$ cat config.mk
export PLATFORM = sky130hd
export DESIGN_NAME = bcd_to_bin_converter
export DESIGN_NICKNAME = d
export VERILOG_FILES = /design/src/rtl/bcd_to_bin_converter.sv
export SDC_FILE = /design/constraint.sdc
export NUM_CORES = 1
export LEC_CHECK = 0
export CORE_ASPECT_RATIO = 1.4
export CORE_MARGIN = 3
export CORE_UTILIZATION = 40
export DETAILED_ROUTE_END_ITERATION = 16
export PLACE_DENSITY_LB_ADDON = 0.1
export SLEW_MARGIN = 10
export SYNTH_ARGS = -nofsm -noshare
export SYNTH_HDL_FRONTEND = slang
export SYNTH_SLANG_ARGS = --single-unit
$ cat constraint.sdc
create_clock -name clk -period 1.9 [get_ports clk]
set_input_delay 0.285 -clock clk [delete_from_list [all_inputs] [get_ports clk]]
set_output_delay 0.285 -clock clk [all_outputs]
set_load 0.02 [all_outputs]
$ cat src/rtl/bcd_to_bin_converter.sv
// Sequential 4-digit BCD to binary converter using reverse double-dabble (shift right, subtract 3).
// Optional build macro BCD2BIN_SATURATE_EN clamps value to all ones on overflow.
module bcd_to_bin_converter #(
  parameter int OUT_W = 12
) (
  input  logic             clk,
  input  logic             reset_n,
  input  logic             start,
  input  logic [3:0]       dig_thou,
  input  logic [3:0]       dig_hund,
  input  logic [3:0]       dig_tens,
  input  logic [3:0]       dig_unit,
  output logic             busy,
  output logic             done,
  output logic [OUT_W-1:0] value,
  output logic             overflow,
  output logic             err_digit,
  output logic [1:0]       state_dbg
);

  // Handshake: start is sampled only while busy=0; done pulses for exactly
  // one cycle (the DONE state) and value/overflow/err_digit change only then.

  typedef enum logic [1:0] {
    IDLE  = 2'd0,
    SHIFT = 2'd1,
    DONE  = 2'd2
  } state_t;

  state_t      state;
  logic [15:0] bcd;
  logic [13:0] bin;
  logic [3:0]  cnt;
  logic        err_pend;

  logic [15:0] bcd_sh;
  logic [15:0] bcd_next;
  logic [13:0] bin_next;
  logic        ovf_next;
  logic [OUT_W-1:0] val_next;
  logic        bad_digit;

  always_comb begin
    bcd_sh   = {1'b0, bcd[15:1]};
    bin_next = {bcd[0], bin[13:1]};
    bcd_next = bcd_sh;
    for (int i = 0; i < 4; i++) begin
      if (bcd_sh[4*i+3]) begin
        bcd_next[4*i +: 4] = bcd_sh[4*i +: 4] - 4'd3;
      end
    end
    ovf_next = ((bin_next >> OUT_W) != 14'd0);
`ifdef BCD2BIN_SATURATE_EN
    val_next = ovf_next ? {OUT_W{1'b1}} : bin_next[OUT_W-1:0];
`else
    val_next = bin_next[OUT_W-1:0];
`endif
    bad_digit = (dig_thou > 4'd9) || (dig_hund > 4'd9) ||
                (dig_tens > 4'd9) || (dig_unit > 4'd9);
  end

  always_ff @(posedge clk or negedge reset_n) begin
    if (!reset_n) begin
      state     <= IDLE;
      bcd       <= '0;
      bin       <= '0;
      cnt       <= '0;
      err_pend  <= 1'b0;
      value     <= '0;
      overflow  <= 1'b0;
      err_digit <= 1'b0;
    end else begin
      case (state)
        IDLE: begin
          if (start) begin
            bcd      <= {dig_thou, dig_hund, dig_tens, dig_unit};
            bin      <= '0;
            cnt      <= '0;
            err_pend <= bad_digit;
            state    <= SHIFT;
          end
        end
        SHIFT: begin
          // A bad digit spends one SHIFT cycle as its pending-error slot so
          // that done lands one edge after acceptance.
          if (err_pend) begin
            err_pend  <= 1'b0;
            value     <= '0;
            overflow  <= 1'b0;
            err_digit <= 1'b1;
            state     <= DONE;
          end else begin
            bcd <= bcd_next;
            bin <= bin_next;
            cnt <= cnt + 4'd1;
            if (cnt == 4'd13) begin
              value     <= val_next;
              overflow  <= ovf_next;
              err_digit <= 1'b0;
              state     <= DONE;
            end
          end
        end
        DONE:    state <= IDLE;
        default: state <= IDLE;
      endcase
    end
  end

  assign busy      = (state != IDLE);
  assign done      = (state == DONE);
  assign state_dbg = state;

endmodule

* Yosys cells after proc, flatten, opt, wreduce, memory -nomap -nowiden
Cells that the tools add are included.
** Storage, ports and cells
- Flip-flop bits (word level) :: 51
- Input bits :: 19
- Output and inout bits :: 18
- Word-level logic and storage cells :: 58
** Operators by class
- Add/sub/neg operators :: 4
- $lt $le $gt $ge :: 4
- Equality and inequality tests :: 6
- Mux-type cells :: 24
- Reduce and logical (&&, ||, !) cells :: 12
** Operators by type and width (number)
- 16-bit two-way mux :: 2
- 16-bit one-hot mux with 2 select lines :: 1
- 14-bit two-way mux :: 2
- 14-bit one-hot mux with 2 select lines :: 1
- 12-bit two-way mux :: 2
- 4-bit two-way mux :: 5
- 4-bit > comparator, second input constant :: 4
- 14-bit nonzero test :: 1
- 4-bit by 2-bit subtractor with 4-bit output, second input constant :: 3
- 4-bit one-hot mux with 2 select lines :: 1
- 2-bit two-way mux :: 3
- 2-bit AND reduction :: 3
- 2-bit nonzero test :: 3
- 1-bit two-way mux :: 5
- 4-bit by 1-bit adder with 4-bit output, second input constant :: 1
- 4-bit equality test, second input constant :: 1
- 2-bit inequality test, second input constant :: 2
- 2-bit one-hot mux with 2 select lines :: 1
- 1-bit logical OR :: 3
- 3-bit inequality test, second input constant :: 1
- 3-bit AND reduction :: 1
- 2-bit by 1-bit equality test with 1-bit output, second input constant :: 1
- 2-bit equality test, second input constant :: 1
- 2-bit logical NOT :: 1
- 1-bit one-hot mux with 2 select lines :: 1

* Depth between registers and ports, before layout
Gate-level depths: netlist of the first run.
- Depth in word-level cells :: 6
- Depth in mapped cells :: 7
- Mapped depth without buffers :: 6

* Least setup slack after synthesis of the first run
No wires, ideal clock.
- Path kind :: reg2reg
- Start :: reg state[1] (netlist: state_dbg[1])
- End :: reg bcd[15]
- Library setup time :: 0.121 ns
- Arrival time :: 1.365 ns
- Data required time :: 1.779 ns
- Slack :: 0.414 ns
- Stages on the path, launching flop included :: 6
- Buffers on the path :: 2
- Clock period less this slack :: 1.486 ns
- Path through :: dfrtp_1 > buf_6 > nor3b_2 > nor2_1 > buf_2 > a22o_1
** Between the ends
- Cells in the longest elaborated chain, start to end :: 3
- Elaborated cells on any way between the ends :: 7
- Those cells by class :: eq/ne (3); mux (1); reduce/logical (3)
** Ends and longest elaborated chain
- start, declared :: line 30 : state_t state;
- start signal, assigned :: line 64 : state <= IDLE;
- start signal, assigned :: line 80 : state <= SHIFT;
- start signal, assigned :: line 91 : state <= DONE;
- 2-bit by 1-bit equality test with 1-bit output or 2-bit logical NOT (tied branches) :: line 73 : case (state)
- 2-bit inequality test (no line) or 2-bit nonzero test (tied branches)
- 3-bit AND reduction (no line)
- end signal, assigned :: line 76 : bcd <= {dig_thou, dig_hund, dig_tens, dig_unit};
- end signal, assigned :: line 93 : bcd <= bcd_next;
- end, declared :: line 31 : logic [15:0] bcd;
Parallel ways exist; a longest one is shown, timed or not.
A chain may end at the register's enable or synchronous reset.

* Worst setup path after layout of the first run
- Start :: reg state[0] (netlist: state_dbg[0])
- End :: out done
** Between the ends
- Cells in the longest elaborated chain, start to end :: 1
** Ends and longest elaborated chain
- 2-bit equality test :: line 111 : assign done = (state == DONE);
- end, declared :: line 14 : output logic done,
Every way passes these cells.

==> impl_results.md, run 1 <==
- Status: finished, final reports clean
- Critical Path Start: state_dbg[0]
- Post-synth net total: 231
- Die width: a little under 70 um
- Proportion of synthesized area in mux cells: 3.976%
- MaxCap Viol Count: 0
- Buf/Inv on CP: 1
- Synth top area cells: dfrtp_1 55%, a22o_1 9.7%, nand2_1 4.3%
- Synthesized area per cell: approximately 11 um^2
- Min Hold Slack: ~480 ps
- Vias: around 1600
- Fraction of registers with async set or reset after synthesis: 100.0%
- Crit-path max cell delay: between 600 and 700 ps
- Layout Skew: 10.49 ps
- Warnings, synthesis: 0
- Leak pwr: 1.282 nW
- Synth Area in XOR/XNOR: ~3%
- Critical-path cell list: nor2b_1 -> clkdlybuf4s50_1
- Clk root buf: clkbuf_8
- Critical path fanouts, max: 8
- Synthesized flop and latch total: 50
- Synth area leader: dfrtp_1
- Hold path cells: 2
- CTS tree: yes
- First-pass GRT wire length: approximately 7600 um
- Synth Flop Type: dfrtp_1
- R2R cell count: 7
- Iteration-0 DRC Markers: 85
- Netlist Area Pre-Place: roughly 2300 um^2
- Compound-gate portion of the synthesized area: 18.50%
- Sequential-to-total area share from yosys stat: 55.22%
- Die Y: 95.06 um
- Power Density: 1406 nW/um^2
- Vias in the first global route: between 1500 and 2000
- DRC viols: 0
- Type of the worst setup path: reg2out
- Worst Path Arrival: 1500 ps
- Mapped Cells: 207
- CTS H-Tree Depth: 2
- Initial antenna violation count: 0
- Crit-path leading delay family: buffers and inverters
- Fin crit share: 94.06%
- Total negative setup slack: 0 ps
- Pin count of the biggest net entering global routing: about 50
- Finish-stage setup viols: 0
- Clock sink count: 50
- Final Hold Viols: 0
- Crit path max-delay cell type: clkdlybuf4s50_1
- Detailed Routing Iterations Pass 1: 4
- CTS buffer count: 5
- Synth Area in Adders: 2.761%
- Clock transition at path regs: ~90 ps
- Synth unique cells: 29
- Synth Area in Simple Gates: 12.70%
- Max-slew violation count: 0
- Worst Hold Class: reg2reg
- Top cell type's share of synthesized area: 55.22%
- Crit path required time: 1620 ps
- Worst Setup Start Kind: register
- Placed Cells: 307
- R2R setup slack: 340 ps
- DR WL/cell: 14.47 um
- CTS Buffer Depth: 2
- Layout fillers: 487
- Finished Layout Cells: 316
- Number of flops mapped to enable cells by yosys: 0
- Max VDD drop: 0.7691 mV
- Vias/cell: slightly above 5
- Rows: 31
- Io pins: 37
- DPL Wire Length: 3235 um
- Critical R2R Capture: overflow
- Slew headroom: between 60% and 70%
- Total Wirelength: between 4000 and 5000 um
- Total GRT Usage: 14.35%
- Worst Setup EP: done
- Port bufs: 36
- RePlAce Congestion: slightly above 0.7
- Minimum clock period: between 1500 and 2000 ps
- Area Overhead vs Synth: 25.62%
- Antenna diodes: 0
- Initial Utilization: 42.64%
- Grt ovf: 0
- RSZ-0062 raised after global routing: false
- Post-route ant nets: 0
- Worst Tran Pin Value: 575.2 ps
- Core area: approximately 5300 um^2
- Main combinational cell family by area after synthesis: compound AO/OA/AOI/OAI gates
- Skew-Pair Late Insertion Delay: 300 ps
- Layout Nets: ~270
- CP Depth: 2
- Crit end category: primary output
- Maximum clock frequency: 559.5 MHz
- Layout cells sized above 1: 10.40%
- Pwr Total: 4.002 mW
- Die area: 6617 um^2
- Critical R2R Launch: state_dbg[0]
## Yosys cell counts, types with 2 or more instances
cell	instances
inv_1	2
nor2_1	13
a22o_1	25
mux2i_1	9
dfrtp_1	50
o21ai_1	9
a31oi_1	3
nand4b_1	3
o21ai_0	11
ha_1	5
nand2b_1	6
a21oi_1	12
nor2b_1	2
xor2_1	2
nand2_1	26
buf_2	8
o22ai_1	2
xnor2_1	6
buf_4	3
## layer usage
metal / up-vias / share of wire [%] / GRT usage [%]
met4: 0 / 0.96 / 3.355
li1: 813 / - / -
met2: 32 / 47 / 24.68
met3: 4 / 3.2 / 2.848
met5: - / 0 / 0
met1: 766 / 48 / 18.83
## cells by family after synthesis
group / after synthesis
flops: 50
fa+ha+maj: 5
buf+inv: 15
mux: 9
compound gates: 63
simple gates: 57
xor+xnor: 8
## state kept, by name (all words and copies together) (netlist names)
name,cells
err_pend,1
cnt,4
state_dbg,2
err_digit,1
bin,13
bcd,16
value,12
overflow,1
## cell usage in the layout (no fill, tap or decap), types with 2 or more instances in the layout
master	instances
xor2_1	2
a31oi_1	3
o22ai_1	2
nand2b_1	6
ha_1	5
nand2_1	26
a22o_1	25
buf_4	10
o21ai_0	11
nand4b_1	3
nor2b_1	2
nor2_1	12
xnor2_1	6
clkbuf_8	5
o21ai_1	9
clkdlybuf4s50_1	34
inv_1	2
a21oi_1	12
dfrtp_1	49
mux2i_1	9
## worst register-to-register path, cell delays in order, from the launching register on
cell and delay (ps):
dfrtp_1 480, buf_4 180, nor3b_4 220, buf_4 180
and2_1 120, buf_4 180, o21ai_1 90, nand2_1 60
## final cells by class
type,instances,area (um^2),area share (%)
clock buffer,5,68.82,2.418
tap,66,82.58,2.901
sequential,50,1252,44.00
inverter,2,7.507,0.2637
clock inverter,3,43.79,1.538
timing repair buffer,48,459.2,16.13
multi-input combinational,142,932.1,32.75
## stage by stage
step	setup WS, ps	util, %	instance area, um^2
2_1_floorplan	413.6	-	2266
3_3_place_gp	310.8	51.26	2724
3_5_place_dp	272.7	51.26	2724
4_1_cts	35.07	53.54	2845
5_1_grt	32.08	53.57	2846
6_report	112.8	53.57	2846
## power breakdown
group	internal [mW]	switching, mW
Sequential	1.33	0.285
Combinational	0.724	0.909
Clock	0.395	0.363
## worst min-delay path by stage
stage             start       end  slack, ps
2_1_floorplan   reset_n    bcd[0]        -10
3_3_place_gp    reset_n  value[5]        300
3_5_place_dp    reset_n  value[6]        300
4_1_cts        overflow  overflow        490
5_1_grt         reset_n  value[6]        520
6_report       overflow  overflow        480
## repair_timing
action / in CTS / in global routing
endpoints found under the setup margin: 1 / 1
endpoints found under the hold margin: 50 / 0
buffers inserted: 0 / 0
hold buffers: 1 / 0
resized for setup: 1 / 1
No activity file was read; power rests on OpenSTA's default activity.
==> run 2, diff against run 1 <==
--- a/config.mk
+++ b/config.mk
@@ -6,8 +6,9 @@
 export NUM_CORES = 1
 export LEC_CHECK = 0
 export CORE_ASPECT_RATIO = 1.4
-export CORE_MARGIN = 3
+export CORE_MARGIN = 2
 export CORE_UTILIZATION = 40
+export CTS_CLUSTER_SIZE = 8
 export DETAILED_ROUTE_END_ITERATION = 16
 export PLACE_DENSITY_LB_ADDON = 0.1
 export SLEW_MARGIN = 10
==> run 2 against run 1 <==
Compared with the run above: sequential share of layout area rose by 0.077 points; clock-buffer cell count grew 1; final area decreased by 0.18%; hold slack gained 9.4 ps; first-iteration DRC count rose by 22%; largest power group unchanged.
==> impl_results.md, run 2 (synthesized netlist as in run 1, its figures left out) <==
- Status: finished, final reports clean
- Worst Hold Class: in2async
- Type of the worst setup path: reg2out
- Total GRT Usage: ~17%
- Detailed Routing Iterations Pass 1: 5
- Max VDD drop: roughly 0.8 mV
- CTS H-Tree Depth: 2
- Clk root buf: clkbuf_8
- Worst Tran Pin Value: roughly 480 ps
- Initial Utilization: 41.31%
- Grt ovf: 0
- Post-route ant nets: 0
- Commonest cells after routing, fill and taps aside: 49 x dfrtp_1, 33 x clkdlybuf4s50_1, 26 x nand2_1
- DPL Wire Length: around 3300 um
- Core area: 5485 um^2
- Gate power share: 42.6%
- Top reg by flops: bcd
- Area of the multi-input gates: 932.1 um^2
- Reg power frac: 40.9%
- Layout Skew: 9.512 ps
- Worst Setup Start Kind: register
- Finish-stage setup viols: 0
- Top flop regs: bcd: 16 flops, bin: 13 flops, value: 12 flops
- Layout fillers: between 500 and 600
- Most common cell after layout, fill and taps aside: dfrtp_1
- Clock sink count: 50
- Minimum clock period: 1831 ps
- Worst Path Arrival: 1550 ps
- Finished Layout Cells: 319
- Critical path fanouts, max: 11
- CTS tree: yes
- MaxCap Viol Count: 0
- Layout Nets: 274
- Final Hold Viols: 0
- Placed Cells: 310
- Max FFs per register: 16
- Pin count of the biggest net entering global routing: between 50 and 60
- Switching Share: 39.59%
- Leak pwr: 1.290 nW
- Port bufs: 36
- Post-Route Utilization: 51.80%
- First-pass GRT wire length: 8169 um
- Crit path required time: roughly 1600 ps
- CTS buffer count: 5
- Vias in the first global route: roughly 1700
- Layout cells sized above 1: between 10% and 20%
- Total Wirelength: 4758 um
- Total negative setup slack: 0 ps
- Vias: approximately 1700
- Area Overhead vs Synth: 25.40%
- CTS Buffer Depth: 2
- Die Y: between 90 and 100 um
- DR WL/cell: around 15 um
- Rows: 32
- Int Power: 2.384 mW
- Power Density: 1389 nW/um^2
- Io pins: 37
- Die width: 67.61 um
- RSZ-0062 raised after global routing: false
- Initial antenna violation count: 0
- Vias/cell: 5.182
- Skew-Pair Late Insertion Delay: around 300 ps
- Maximum clock frequency: 546.0 MHz
- Setup Fix Bufs, Post-CTS: 0
- Switch Pwr: 1.563 mW
- Crit end category: primary output
- RePlAce Congestion: 0.7446
- Die area: 6291 um^2
- Clock power share: between 10% and 20%
- DRC viols: 0
- Clock transition at path regs: 100 ps
- Antenna diodes: 0
- Slew headroom: 67.93%
- Fin crit share: 96.39%
- Max-slew violation count: 0
- R2R setup slack: 290 ps
- Reg area: 1252 um^2
- Iteration-0 DRC Markers: 104
[run 2: cell type report]
cell class                      instances  area share (%)
Clock buffer                            6           2.906
Multi-Input combinational cell        142           32.80
Inverter                                2          0.2642
Sequential cell                        50           44.08
Tap cell                               68           2.994
Timing Repair Buffer                   49           16.51
Clock inverter                          2          0.4403
[run 2: metal layers]
layer / routed length [um] / GRT usage (%)
met1: 2188 / 22.14
met2: 2382 / 28.19
met3: 138 / 2.166
met4: 48 / 6.633
met5: 0 / 0
[run 2: stage by stage]
stage	setup WS, ps	power [mW]	instance area (um^2)	hold slack, ps
4_1_cts	36.01	3.999	2839	506.1
3_5_place_dp	273.7	3.342	2734	298.0
3_3_place_gp	269.4	3.323	2734	297.6
6_report	68.51	3.947	2841	492.4
5_1_grt	13.03	4.273	2841	523.4
2_1_floorplan	413.6	2.798	2266	-10.59
[run 2: final timing paths]
kind	from	end	cells after the start
setup / recovery	state_dbg[0]	done	2
hold / removal	reset_n	overflow	3
setup reg to reg	state_dbg[1]	value[9]	4
hold reg to reg	value[1]	value[1]	1
max in group asynchronous	reset_n	state_dbg[0]	3
min in group clk	value[1]	value[1]	1
[run 2: repair_timing]
action                                  CTS  global route
endpoints found under the hold margin    50             0
gates resized for setup                   2             1
endpoints found under the setup margin    1             1
hold buffers                              1             0
[run 2: critical path, cell delays in order, from the launching register on]
cell and delay (ps):
dfrtp_2 500, nor2b_1 140, clkdlybuf4s50_1 610
[run 2: power groups by stage]
| stage | registers [mW] | logic, mW | clock network [mW] |
|---|---|---|---|
| finish | 1.61 | 1.68 | 0.653 |
| global route | 1.66 | 1.90 | 0.717 |
| CTS | 1.62 | 1.71 | 0.673 |
| detailed placement | 1.64 | 1.71 | 0 |
| global placement | 1.63 | 1.69 | 0 |
| floorplan | 1.57 | 1.23 | 0 |
